==> config.mk <==
export PLATFORM = sky130hd
export DESIGN_NAME = tdc_meas_sequencer_flat
export DESIGN_NICKNAME = d
export VERILOG_FILES = /design/src/rtl/tdc_meas_sequencer_if.sv /design/src/rtl/tdc_meas_sequencer.sv /design/src/flat_wrapper.sv
export SDC_FILE = /design/constraint.sdc
export NUM_CORES = 1
export LEC_CHECK = 0
export ABC_AREA = 1
export CAP_MARGIN = 20
export CORE_UTILIZATION = 49
export DETAILED_ROUTE_END_ITERATION = 16
export PLACE_DENSITY = 0.82
export SETUP_SLACK_MARGIN = 0.2
export SLEW_MARGIN = 20
export SYNTH_ARGS = -nofsm -noshare
export SYNTH_HDL_FRONTEND = slang
export SYNTH_SLANG_ARGS = --single-unit
==> constraint.sdc <==
create_clock -name sys_clk_p -period 2.3 [get_ports sys_clk_p]
set_clock_uncertainty 0.05 [all_clocks]
set_input_delay 0.345 -clock sys_clk_p [delete_from_list [all_inputs] [get_ports sys_clk_p]]
set_output_delay 0.345 -clock sys_clk_p [all_outputs]
set_load 0.005 [all_outputs]
==> src/rtl/tdc_meas_sequencer_if.sv <==
// Host/TDC-core signal bundle for tdc_meas_sequencer.
// slave : sequencer side (takes commands and results, drives arm/enable/summary).
// master: host + TDC-core side (drives commands and results, consumes summary).
interface tdc_meas_sequencer_if #(
  parameter int TIME_W = 24
);
  // burst command
  logic              cmd_valid;
  logic              cmd_ready;
  logic [7:0]        cmd_count;
  // TDC core
  logic              tdc_enable;
  logic              tdc_arm;
  logic              tdc_valid;
  logic [TIME_W-1:0] tdc_time_ps;
  logic              tdc_error;
  // burst summary
  logic              res_valid;
  logic              res_ready;
  logic [TIME_W+8:0] res_sum;
  logic [8:0]        res_good;
  logic [8:0]        res_timeouts;
  logic [TIME_W-1:0] res_min;
  logic [TIME_W-1:0] res_max;
  logic              busy;

  modport slave (
    input  cmd_valid, cmd_count, tdc_valid, tdc_time_ps, tdc_error, res_ready,
    output cmd_ready, tdc_enable, tdc_arm, res_valid, res_sum, res_good,
           res_timeouts, res_min, res_max, busy
  );

  modport master (
    output cmd_valid, cmd_count, tdc_valid, tdc_time_ps, tdc_error, res_ready,
    input  cmd_ready, tdc_enable, tdc_arm, res_valid, res_sum, res_good,
           res_timeouts, res_min, res_max, busy
  );
endinterface

==> src/rtl/tdc_meas_sequencer.sv <==
// Purpose: runs N arm/settle/wait/gap measurements on the TDC core and returns one summary per burst.
// Latency: arm one cycle after command accept; summary GAP_CYCLES+1 cycles after the last result.
// Backpressure: cmd_ready only in IDLE; summary held in REPORT until res_ready.
//
// Ports: sys_clk_p / sys_rst_n (async active-low) plus seq_if (slave modport):
//   cmd_valid/cmd_ready/cmd_count  burst request (count 0 means 256)
//   tdc_enable/tdc_arm             core control, registered
//   tdc_valid/tdc_time_ps/tdc_error core result strobe and error level
//   res_valid/res_ready/res_*      burst summary handshake
//   busy                           high whenever not IDLE
// Option: define TDC_SEQ_MINMAX_EN to build min/max tracking; otherwise res_min/res_max are tied to 0.
module tdc_meas_sequencer #(
  parameter int TIME_W         = 24,
  parameter int TIMEOUT_CYCLES = 100000,
  parameter int ARM_SETTLE     = 3,
  parameter int GAP_CYCLES     = 10,
  parameter int RECOVER_CYCLES = 10
) (
  input  logic                 sys_clk_p,
  input  logic                 sys_rst_n,
  tdc_meas_sequencer_if.slave  seq_if
);

  localparam int DLY_MAX = (ARM_SETTLE > GAP_CYCLES)
                         ? ((ARM_SETTLE > RECOVER_CYCLES) ? ARM_SETTLE : RECOVER_CYCLES)
                         : ((GAP_CYCLES > RECOVER_CYCLES) ? GAP_CYCLES : RECOVER_CYCLES);
  localparam int DLY_W   = $clog2(DLY_MAX + 1);
  localparam int TMO_W   = $clog2(TIMEOUT_CYCLES);
  localparam int SUM_W   = TIME_W + 9;

  typedef enum logic [2:0] {
    S_IDLE, S_ARM, S_SETTLE, S_WAIT, S_GAP, S_RECOVER, S_REPORT
  } state_t;

  state_t              r_state, w_state_nxt;
  logic [DLY_W-1:0]    r_dly;      // down-counter shared by SETTLE, GAP and RECOVER
  logic [TMO_W-1:0]    r_tmo;      // WAIT cycle index, 0 on the first WAIT cycle
  logic [8:0]          r_n;
  logic [SUM_W-1:0]    r_sum;
  logic [8:0]          r_good, r_touts;
  logic [8:0]          w_done_cnt;
  logic                w_lost;

  logic                r_cmd_ready, r_enable, r_arm, r_res_valid, r_busy;
  logic                w_cmd_ready_nxt, w_enable_nxt, w_arm_nxt, w_res_valid_nxt, w_busy_nxt;
  logic                w_load_res;
  logic [SUM_W-1:0]    r_res_sum;
  logic [8:0]          r_res_good, r_res_touts;

  assign w_done_cnt = r_good + r_touts;
  // valid has priority over error/timeout, so w_lost is only used when tdc_valid is low
  assign w_lost     = seq_if.tdc_error || (r_tmo == TMO_W'(TIMEOUT_CYCLES - 1));

  // state register
  always_ff @(posedge sys_clk_p or negedge sys_rst_n) begin
    if (!sys_rst_n) r_state <= S_IDLE;
    else            r_state <= w_state_nxt;
  end

  // next-state logic
  always_comb begin
    w_state_nxt = r_state;
    case (r_state)
      S_IDLE:    if (seq_if.cmd_valid) w_state_nxt = S_ARM;
      S_ARM:     w_state_nxt = S_SETTLE;
      S_SETTLE:  if (r_dly == '0) w_state_nxt = S_WAIT;
      S_WAIT:    if (seq_if.tdc_valid) w_state_nxt = S_GAP;
                 else if (w_lost)      w_state_nxt = S_RECOVER;
      S_RECOVER: if (r_dly == '0) w_state_nxt = S_GAP;
      S_GAP:     if (r_dly == '0) w_state_nxt = (w_done_cnt == r_n) ? S_REPORT : S_ARM;
      S_REPORT:  if (seq_if.res_ready) w_state_nxt = S_IDLE;
      default:   w_state_nxt = S_IDLE;
    endcase
  end

  // output decode from the next state; registered below so every output is a flop
  always_comb begin
    w_cmd_ready_nxt = (w_state_nxt == S_IDLE);
    w_busy_nxt      = (w_state_nxt != S_IDLE);
    w_arm_nxt       = (w_state_nxt == S_ARM);
    w_enable_nxt    = (w_state_nxt != S_RECOVER);
    w_res_valid_nxt = (w_state_nxt == S_REPORT);
    w_load_res      = (w_state_nxt == S_REPORT) && (r_state != S_REPORT);
  end

`ifdef TDC_SEQ_MINMAX_EN
  logic [TIME_W-1:0] r_min, r_max, r_res_min, r_res_max;

  always_ff @(posedge sys_clk_p or negedge sys_rst_n) begin
    if (!sys_rst_n) begin
      r_min     <= '1;
      r_max     <= '0;
      r_res_min <= '1;
      r_res_max <= '0;
    end else begin
      if (r_state == S_IDLE && seq_if.cmd_valid) begin
        r_min <= '1;
        r_max <= '0;
      end else if (r_state == S_WAIT && seq_if.tdc_valid) begin
        if (seq_if.tdc_time_ps < r_min) r_min <= seq_if.tdc_time_ps;
        if (seq_if.tdc_time_ps > r_max) r_max <= seq_if.tdc_time_ps;
      end
      if (w_load_res) begin
        r_res_min <= r_min;
        r_res_max <= r_max;
      end
    end
  end

  assign seq_if.res_min = r_res_min;
  assign seq_if.res_max = r_res_max;
`else
  assign seq_if.res_min = '0;
  assign seq_if.res_max = '0;
`endif

  always_ff @(posedge sys_clk_p or negedge sys_rst_n) begin
    if (!sys_rst_n) begin
      r_cmd_ready <= 1'b1;
      r_busy      <= 1'b0;
      r_arm       <= 1'b0;
      r_enable    <= 1'b0;
      r_res_valid <= 1'b0;
      r_dly       <= '0;
      r_tmo       <= '0;
      r_n         <= '0;
      r_sum       <= '0;
      r_good      <= '0;
      r_touts     <= '0;
      r_res_sum   <= '0;
      r_res_good  <= '0;
      r_res_touts <= '0;
    end else begin
      r_cmd_ready <= w_cmd_ready_nxt;
      r_busy      <= w_busy_nxt;
      r_arm       <= w_arm_nxt;
      r_enable    <= w_enable_nxt;
      r_res_valid <= w_res_valid_nxt;

      if (w_state_nxt != r_state) begin
        case (w_state_nxt)
          S_SETTLE:  r_dly <= DLY_W'(ARM_SETTLE - 1);
          S_GAP:     r_dly <= DLY_W'(GAP_CYCLES - 1);
          S_RECOVER: r_dly <= DLY_W'(RECOVER_CYCLES - 1);
          default:   r_dly <= '0;
        endcase
      end else if (r_dly != '0) begin
        r_dly <= r_dly - 1'b1;
      end

      r_tmo <= (r_state == S_WAIT) ? r_tmo + 1'b1 : '0;

      if (r_state == S_IDLE && seq_if.cmd_valid) begin
        // count 0 encodes 256: the zero test becomes bit 8
        r_n     <= {(seq_if.cmd_count == 8'd0), seq_if.cmd_count};
        r_sum   <= '0;
        r_good  <= '0;
        r_touts <= '0;
      end else if (r_state == S_WAIT) begin
        if (seq_if.tdc_valid) begin
          r_sum  <= r_sum + SUM_W'(seq_if.tdc_time_ps);
          r_good <= r_good + 1'b1;
        end else if (w_lost) begin
          r_touts <= r_touts + 1'b1;
        end
      end

      if (w_load_res) begin
        r_res_sum   <= r_sum;
        r_res_good  <= r_good;
        r_res_touts <= r_touts;
      end
    end
  end

  assign seq_if.cmd_ready    = r_cmd_ready;
  assign seq_if.busy         = r_busy;
  assign seq_if.tdc_arm      = r_arm;
  assign seq_if.tdc_enable   = r_enable;
  assign seq_if.res_valid    = r_res_valid;
  assign seq_if.res_sum      = r_res_sum;
  assign seq_if.res_good     = r_res_good;
  assign seq_if.res_timeouts = r_res_touts;

endmodule
==> src/flat_wrapper.sv <==
// flat-port wrapper written by rule: the top's interface ports become plain ports
module tdc_meas_sequencer_flat 
#(
  parameter int TIME_W         = 24,
  parameter int TIMEOUT_CYCLES = 100000,
  parameter int ARM_SETTLE     = 3,
  parameter int GAP_CYCLES     = 10,
  parameter int RECOVER_CYCLES = 10
)
  (sys_clk_p, sys_rst_n, seq_if_cmd_valid, seq_if_cmd_count, seq_if_tdc_valid, seq_if_tdc_time_ps, seq_if_tdc_error, seq_if_res_ready, seq_if_cmd_ready, seq_if_tdc_enable, seq_if_tdc_arm, seq_if_res_valid, seq_if_res_sum, seq_if_res_good, seq_if_res_timeouts, seq_if_res_min, seq_if_res_max, seq_if_busy);
  tdc_meas_sequencer_if #(.TIME_W(TIME_W)) seq_if_i ();
  input  logic sys_clk_p;
  input  logic sys_rst_n;
  input wire logic [$bits(seq_if_i.cmd_valid)-1:0] seq_if_cmd_valid;
  input wire logic [$bits(seq_if_i.cmd_count)-1:0] seq_if_cmd_count;
  input wire logic [$bits(seq_if_i.tdc_valid)-1:0] seq_if_tdc_valid;
  input wire logic [$bits(seq_if_i.tdc_time_ps)-1:0] seq_if_tdc_time_ps;
  input wire logic [$bits(seq_if_i.tdc_error)-1:0] seq_if_tdc_error;
  input wire logic [$bits(seq_if_i.res_ready)-1:0] seq_if_res_ready;
  output wire logic [$bits(seq_if_i.cmd_ready)-1:0] seq_if_cmd_ready;
  output wire logic [$bits(seq_if_i.tdc_enable)-1:0] seq_if_tdc_enable;
  output wire logic [$bits(seq_if_i.tdc_arm)-1:0] seq_if_tdc_arm;
  output wire logic [$bits(seq_if_i.res_valid)-1:0] seq_if_res_valid;
  output wire logic [$bits(seq_if_i.res_sum)-1:0] seq_if_res_sum;
  output wire logic [$bits(seq_if_i.res_good)-1:0] seq_if_res_good;
  output wire logic [$bits(seq_if_i.res_timeouts)-1:0] seq_if_res_timeouts;
  output wire logic [$bits(seq_if_i.res_min)-1:0] seq_if_res_min;
  output wire logic [$bits(seq_if_i.res_max)-1:0] seq_if_res_max;
  output wire logic [$bits(seq_if_i.busy)-1:0] seq_if_busy;
  assign seq_if_i.cmd_valid = seq_if_cmd_valid;
  assign seq_if_i.cmd_count = seq_if_cmd_count;
  assign seq_if_i.tdc_valid = seq_if_tdc_valid;
  assign seq_if_i.tdc_time_ps = seq_if_tdc_time_ps;
  assign seq_if_i.tdc_error = seq_if_tdc_error;
  assign seq_if_i.res_ready = seq_if_res_ready;
  assign seq_if_cmd_ready = seq_if_i.cmd_ready;
  assign seq_if_tdc_enable = seq_if_i.tdc_enable;
  assign seq_if_tdc_arm = seq_if_i.tdc_arm;
  assign seq_if_res_valid = seq_if_i.res_valid;
  assign seq_if_res_sum = seq_if_i.res_sum;
  assign seq_if_res_good = seq_if_i.res_good;
  assign seq_if_res_timeouts = seq_if_i.res_timeouts;
  assign seq_if_res_min = seq_if_i.res_min;
  assign seq_if_res_max = seq_if_i.res_max;
  assign seq_if_busy = seq_if_i.busy;
  tdc_meas_sequencer #(.TIME_W(TIME_W), .TIMEOUT_CYCLES(TIMEOUT_CYCLES), .ARM_SETTLE(ARM_SETTLE), .GAP_CYCLES(GAP_CYCLES), .RECOVER_CYCLES(RECOVER_CYCLES)) u_core (.sys_clk_p(sys_clk_p), .sys_rst_n(sys_rst_n), .seq_if(seq_if_i));
endmodule
==> metrics.csv, run 1 <==
stage;metric;value;unit
outcome;outcome;finished with violations;
outcome;violations;negative setup slack;
sta;rsz0062_at_grt;true;
sta;maxSlewViolCount;0;
pwr;power;13000;uW
synth;ys_seq_area_share;43.1;%
synth;yosysMostFrequentCell;nand2_1;
drt;drt_iter0_drc;721;
floorplan;die_y;131;um
drt;via_per_inst;5.42;
synth;synth_edf_count;0;
sta;tightest_slew;0.587;ns
placement;place_inst;1423;
cells_and_area;final_cell_count_no_fill;1505;
drt;totalWireLength;24000;um
pwr;power_density;1120;nW/um2
cts;clock_sinks;140;
floorplan;die_w;131;um
setup_path;crit_path_end_kind;register;
global_routing;grt_remaining_overflow;0;
cts;cts_tree;yes;
floorplan;die_area;17100;um2
setup_path;cp_data_required_time;2.60;ns
sta;fin_crit;2.56;ns
drt;top_layer;met4;
synth;synth_area;8140;um2
setup_path;crit_top_cell;nand2_4;
pwr;ir_drop;623;uV
setup_path;crit_type;register to register;
synth;synth_top_cell_by_area;dfrtp_1;
drt;avgRoutedWirePerCell;16.0;um
setup_path;path_max_fanout;6;
drt;wl_met2;11700;um
cts;cts.path.max_buffers;2;
synth;ys_async_sr_fraction;100;%
setup_path;max_stage_delay;0.41;ns
setup_path;worstPathCellList;ha_2 -> fa_2 -> nand2_2 -> nand2_4 -> nand3_2 -> nand2_1 -> nand2_1 -> nand2_1 -> nor2_2 -> nand3_2 -> nand2_4 -> nand3_4 -> nand2_4 -> nand2_4 -> nand2_4 -> inv_2 -> nand2_4 -> nor2_2 -> a21oi_2;
synth;synth.distinct_cells;47;
cells_and_area;antennaDiodeCount;0;
sta;finalCritPeriodShare;111;%
floorplan;core;16100;um2
drt;dr.pass1.iters;5;
synth;ys_seq_elements;140;
sta;relSlewSlack;60.9;%
placement;port_buffers;93;
cts;h-tree-depth;4;
placement;dp_hpwl;14200;um
cells_and_area;drive_gt1_share;25.5;%
global_routing;grt_pass1_vias;7585;
cts;clk_pin_slew;0.06;ns
synth;syn_area_per_cell;7.81;um2
sta;fmax;0.391;GHz
sta;final_hold_viol_count;0;
cts;numCtsBuffers;17;
drt;num_vias;8163;
cells_and_area;nets;1354;
synth;synth_top_cell_area_share;42.7;%
global_routing;grt_pass1_wl;36000;um
setup_path;cp_data_arrival_time;2.86;ns
synth;synth_area_leaders;dfrtp_1 (43%), nand2_1 (14%), ha_1 (5.5%);
drt;wl_met3;1510;um
synth;yosys-top-cells-count;nand2_1 (299), dfrtp_1 (139), inv_1 (101);
synth;ys.flop_type;dfrtp_1;
sta;finalSetupViolCount;68;
pwr;p_leak;0.00569;uW
floorplan;design.portCount;142;
drt;drt-met1-wl;9930;um
global_routing;track_usage;27.0;%
floorplan;initial_utilization;50.7;%
sta;setup_ws;-0.257;ns
setup_path;start_kind;register;
cells_and_area;area_growth_syn_to_layout;42.3;%
global_routing;antenna_found_initial;0;
job;drv_cap;0;
cts;clk_latency;0.43;ns
synth;ys.warnings.count;0;
setup_path;crit_slowest_cell;dfrtp_1;
cts;root_buffer;clkbuf_16;
drt;drc;0;
synth;synth_cells;1042;
placement;gp_congestion;0.889;
floorplan;rows;46;
global_routing;grt_max_degree;60;
drt;drtAntennaViolNets;0;
min_path;hp-class;input pin to asynchronous set/reset pin;
cell usage in the layout, fill, tap and decap left out, types with 4 or more instances in the layout:
| cell type | Yosys | routed |
|---|---|---|
| nand4_1 | 10 | 10 |
| nand2_4 | 4 | 15 |
| nor4_1 | 5 | 4 |
| buf_12 | 0 | 4 |
| clkbuf_16 | 0 | 18 |
| dfrtp_1 | 139 | 137 |
| nand3_1 | 46 | 33 |
| a21oi_1 | 68 | 52 |
| a21oi_2 | 1 | 13 |
| buf_4 | 50 | 123 |
| inv_2 | 3 | 10 |
| nor2_2 | 4 | 14 |
| buf_6 | 0 | 16 |
| o21ai_1 | 12 | 35 |
| nor2_1 | 78 | 62 |
| clkbuf_8 | 0 | 4 |
| a21oi_4 | 0 | 4 |
| nor3_1 | 24 | 21 |
| xnor2_1 | 7 | 7 |
| o31ai_1 | 5 | 5 |
| inv_1 | 101 | 93 |
| xor2_1 | 12 | 12 |
| nor2_4 | 3 | 9 |
| clkdlybuf4s50_1 | 0 | 89 |
| nand2_1 | 299 | 268 |
| nand3_4 | 1 | 6 |
| ha_1 | 36 | 25 |
| conb_1 | 1 | 48 |
| nor3_4 | 0 | 5 |
| ha_4 | 0 | 9 |
| o21ai_2 | 1 | 8 |
| o21ai_0 | 69 | 36 |
| nand3_2 | 2 | 10 |
| clkinv_2 | 0 | 4 |
| nand2_2 | 9 | 29 |
routing by layer:
layer | up-vias | track usage (%)
met5 | - | 0
met4 | 0 | 11.2
met3 | 103 | 4.23
met2 | 396 | 45.8
met1 | 3881 | 34.5
li1 | 3783 | -
kinds of logic after synthesis:
group	synth area share, %
adder cells (fa/ha/maj)	6.03
XOR/XNOR	2.05
flip-flops	43.1
other	0.0461
buffers and inverters	10.7
AND/OR/NAND/NOR	26.7
AO/OA/AOI/OAI	11.5
sequential cells by signal (all words and copies together), names as in the netlist:
name and flops:
u_core.r_sum 33, u_core.seq_if.res_sum 33, u_core.r_tmo 17, u_core.r_good 9, u_core.r_n 9, u_core.r_touts 9
u_core.seq_if.res_good 9, u_core.seq_if.res_timeouts 9, u_core.r_dly 4, u_core.r_state 3, u_core.seq_if.busy 1, u_core.seq_if.cmd_ready 1
u_core.seq_if.res_valid 1, u_core.seq_if.tdc_arm 1, u_core.seq_if.tdc_enable 1
power breakdown:
part / switching, uW / total [uW] / internal (uW)
Combinational: 3490 / 6620 / 3130
Sequential: 528 / 3660 / 3140
Clock: 1030 / 2730 / 1690
cell type report:
cell class,count,area (um2)
Multi-Input combinational cell,773,4590
Fill cell,1042,4480
Sequential cell,140,3510
Timing Repair Buffer,240,2220
Clock buffer,23,488
Inverter,106,415
Tap cell,216,270
Clock inverter,7,88.8
final timing paths:
path,start,slack (ns),depth (start not counted),to
max in group asynchronous,sys_rst_n,1.13,3,u_core.seq_if.res_sum[23]
max reg2reg,u_core.r_touts[0],-0.26,19,u_core.r_dly[3]
max,u_core.r_touts[0],-0.26,19,u_core.r_dly[3]
min reg2reg,u_core.seq_if.res_sum[4],0.42,2,u_core.seq_if.res_sum[4]
min,sys_rst_n,0.42,2,u_core.seq_if.res_sum[7]
min in group sys_clk_p,u_core.seq_if.res_sum[4],0.42,2,u_core.seq_if.res_sum[4]
stage by stage:
stage	setup TNS [ns]	setup slack [ns]	cell area (um2)	hold WS [ns]	utilization, %
after floorplan	-0.0790	-0.0488	8400	-0.000591	-
after global placement	-14.37	-0.553	9860	0.315	61.4
after detailed placement	-15.62	-0.624	9860	0.319	61.4
after CTS	-10.30	-0.212	11000	0.422	68.6
after global routing	-21.32	-0.361	11600	0.442	72.1
final	-13.72	-0.257	11600	0.420	72.1
critical path: cells and delay by family (launching register included):
family,cells,cell delay [ns]
buffers and inverters,1,0.05
and+or+nand+nor,15,1.32
adders and majority gates,2,0.55
DFF,1,0.41
AOI/OAI and AO/OA,1,0.10
what timing repair did:
item                                    in CTS  in global routing
hold buffers                                 1                  0
endpoints found under the setup margin      83                 98
buffers inserted                            22                 26
gates resized for setup                     82                100
pin swaps                                   34                 48
endpoints found under the hold margin       55                  0
cloned                                       2                  1
Note: power is estimated with default switching activity, not from simulation.
==> run 2, diff against run 1 <==
Settings changed: ABC_CLOCK_PERIOD_IN_PS from default to 2300.
==> results of run 2 <==
Final layout, timing and power as in run 1 (identical DEF).
==> run 3, diff against run 2 <==
Settings changed: CELL_PAD_IN_SITES_DETAIL_PLACEMENT from default to 1, CELL_PAD_IN_SITES_GLOBAL_PLACEMENT from default to 2, CORE_UTILIZATION 49 to 28, PLACE_DENSITY 0.82 to 0.81.
==> run 3 against run 2 <==
The flow still finishes with violations (negative setup slack). Sequential share of layout area fell by 1.6 points. Design area increased by 5.7%. Cell count up 12%. Non-clock buffer count increased by 14. Critical path depth shrank 5. Power grew 3.1%. Critical path type unchanged. Highest routed layer unchanged.
==> metrics.csv, run 3 (synthesis gave the netlist of run 1 again) <==
stage;metric;value;unit
outcome;outcome;finished with violations;
outcome;violations;negative setup slack;
sta;fin_tns_setup;-14.32;ns
cts;root_buffer;clkbuf_16;
cells_and_area;final_cell_mix;nand2_1 (221), dfrtp_1 (137), buf_4 (131), inv_1 (89), clkdlybuf4s50_1 (87);
setup_path;crit_type;register to register;
sta;setup_ws;-0.269;ns
min_path;hp-class;input pin to asynchronous set/reset pin;
sta;maxSlewViolCount;0;
floorplan;core;28600;um2
sta;finalSetupViolCount;68;
setup_path;max_stage_delay;0.53;ns
cts;cts.path.max_buffers;2;
drt;avgRoutedWirePerCell;15.7;um
drt;totalWireLength;26500;um
drt;num_vias;7781;
sta;tightest_slew;0.532;ns
floorplan;design.portCount;142;
sta;relSlewSlack;64.2;%
floorplan;initial_utilization;28.4;%
placement;port_buffers;93;
sta;worst_hold_slack;0.343;ns
cells_and_area;area_growth_syn_to_layout;50.5;%
global_routing;grt_pass1_wl;41500;um
setup_path;start_kind;register;
drt;dr.pass1.iters;4;
setup_path;reg2regPathDepth;14;
sta;fin_crit;2.57;ns
setup_path;r2r-end;u_core.seq_if.res_sum[6];
setup_path;reg2reg_slack;-0.27;ns
setup_path;cp_data_required_time;2.61;ns
floorplan;die_w;172;um
cts;h-tree-depth;4;
global_routing;grt_remaining_overflow;0;
cells_and_area;final_util;42.8;%
drt;via_per_inst;4.61;
sta;fmax;0.389;GHz
cts;clk_latency;0.42;ns
pwr;ir_drop;437;uV
cells_and_area;nets;1368;
setup_path;worstPathCellList;ha_4 -> fa_2 -> xor2_1 -> nor2_1 -> nand3_1 -> nor2_2 -> nand3_4 -> nand2_4 -> nand3_4 -> buf_12 -> inv_16 -> buf_12 -> nand2_2 -> nand2_1;
global_routing;antenna_found_initial;0;
drt;drc;0;
placement;dp_hpwl;18000;um
global_routing;track_usage;17.9;%
pwr;p_leak;0.00599;uW
setup_path;cp_top_family;simple AND/OR/NAND/NOR gates;
cells_and_area;final_cell_count_no_fill;1689;
cts;clock_sinks;140;
setup_path;regToRegStartpoint;u_core.r_good[0];
cells_and_area;drive_gt1_share;31.0;%
placement;post-place-ws;-0.699;ns
cells_and_area;antennaDiodeCount;0;
global_routing;grt_pass1_vias;8092;
setup_path;cp_data_arrival_time;2.88;ns
cells_and_area;final_common_cell;nand2_1;
setup_path;crit_slowest_cell;fa_2;
floorplan;die_y;172;um
cts;cts_tree;yes;
floorplan;die_area;29700;um2
sta;final_hold_viol_count;0;
sta;finalCritPeriodShare;112;%
setup_path;path_max_fanout;8;
cts;numCtsBuffers;17;
job;drv_cap;0;
setup_path;cp_num_buf_inv;3;
pwr;power_density;1100;nW/um2
placement;gp_congestion;0.861;
global_routing;grt_max_degree;41;
placement;place_inst;1611;
setup_path;crit_path_end_kind;register;
cts;clk_pin_slew;0.06;ns
drt;drt_iter0_drc;314;
sta;rsz0062_at_grt;true;
floorplan;rows;62;
drt;drtAntennaViolNets;0;
run 3: cell count changes in the layout (fill, tap and decap cells not counted), moves of 4 or more:
cell        before  now
clkbuf_8         4    0
clkinv_2         4    0
nand2_1        268  221
o21ai_2          8   15
nand2_2         29   55
inv_1           93   89
o21ai_1         35   28
nand2_4         15   36
inv_2           10   14
clkinvlp_4       0    5
buf_4          123  131
run 3: final cells by class:
cell class | instances | area, um2
fill | 3355 | 16400
clock inverter | 12 | 141
inverter | 106 | 419
tap | 384 | 480
clock buffer | 20 | 437
timing repair buffer | 254 | 2410
multi-input combinational | 773 | 4850
sequential | 140 | 3510
run 3: worst max path at each step:
stage	start	to	slack, ns	cells past startpoint
floorplan	u_core.r_touts[0]	u_core.r_dly[3]	-0.05	17
global placement	seq_if_tdc_time_ps[0]	u_core.r_sum[26]	-0.61	17
detailed placement	seq_if_tdc_time_ps[0]	u_core.r_sum[30]	-0.70	17
CTS	u_core.r_good[0]	u_core.seq_if.res_timeouts[4]	-0.35	13
global route	u_core.r_good[0]	u_core.r_dly[3]	-0.41	18
finish	u_core.r_good[0]	u_core.seq_if.res_sum[6]	-0.27	14
run 3: through the flow:
stage          total power [uW]  cell area (um2)
3_3_place_gp               8820            10200
3_5_place_dp               9010            10200
2_1_floorplan              6520             8400
5_1_grt                   14400            12200
6_report                  13400            12200
4_1_cts                   12600            11500
run 3: routing by layer:
layer	share of wire (%)	track usage (%)	vias to the layer above	wire (um)
met3	2.4	2.11	30	640
met4	1.4	6.04	0	362
met5	0	0	-	0
met1	46	23.3	3842	12100
li1	-	-	3794	-
met2	50	30.5	115	13400
run 3: what timing repair did:
| item | CTS | global route |
|---|---|---|
| cloned | 2 | 5 |
| gates resized for setup | 108 | 160 |
| pin swaps | 43 | 68 |
| endpoints found under the setup margin | 87 | 100 |
| setup buffers | 23 | 15 |
| hold endpoints to repair | 34 | 0 |
| hold buffers | 1 | 0 |
run 3: report_power, final:
part           internal, uW  total (uW)  switching, uW
clock network          1610        2780           1170
registers              3130        3720            585
logic                  3330        6920           3590
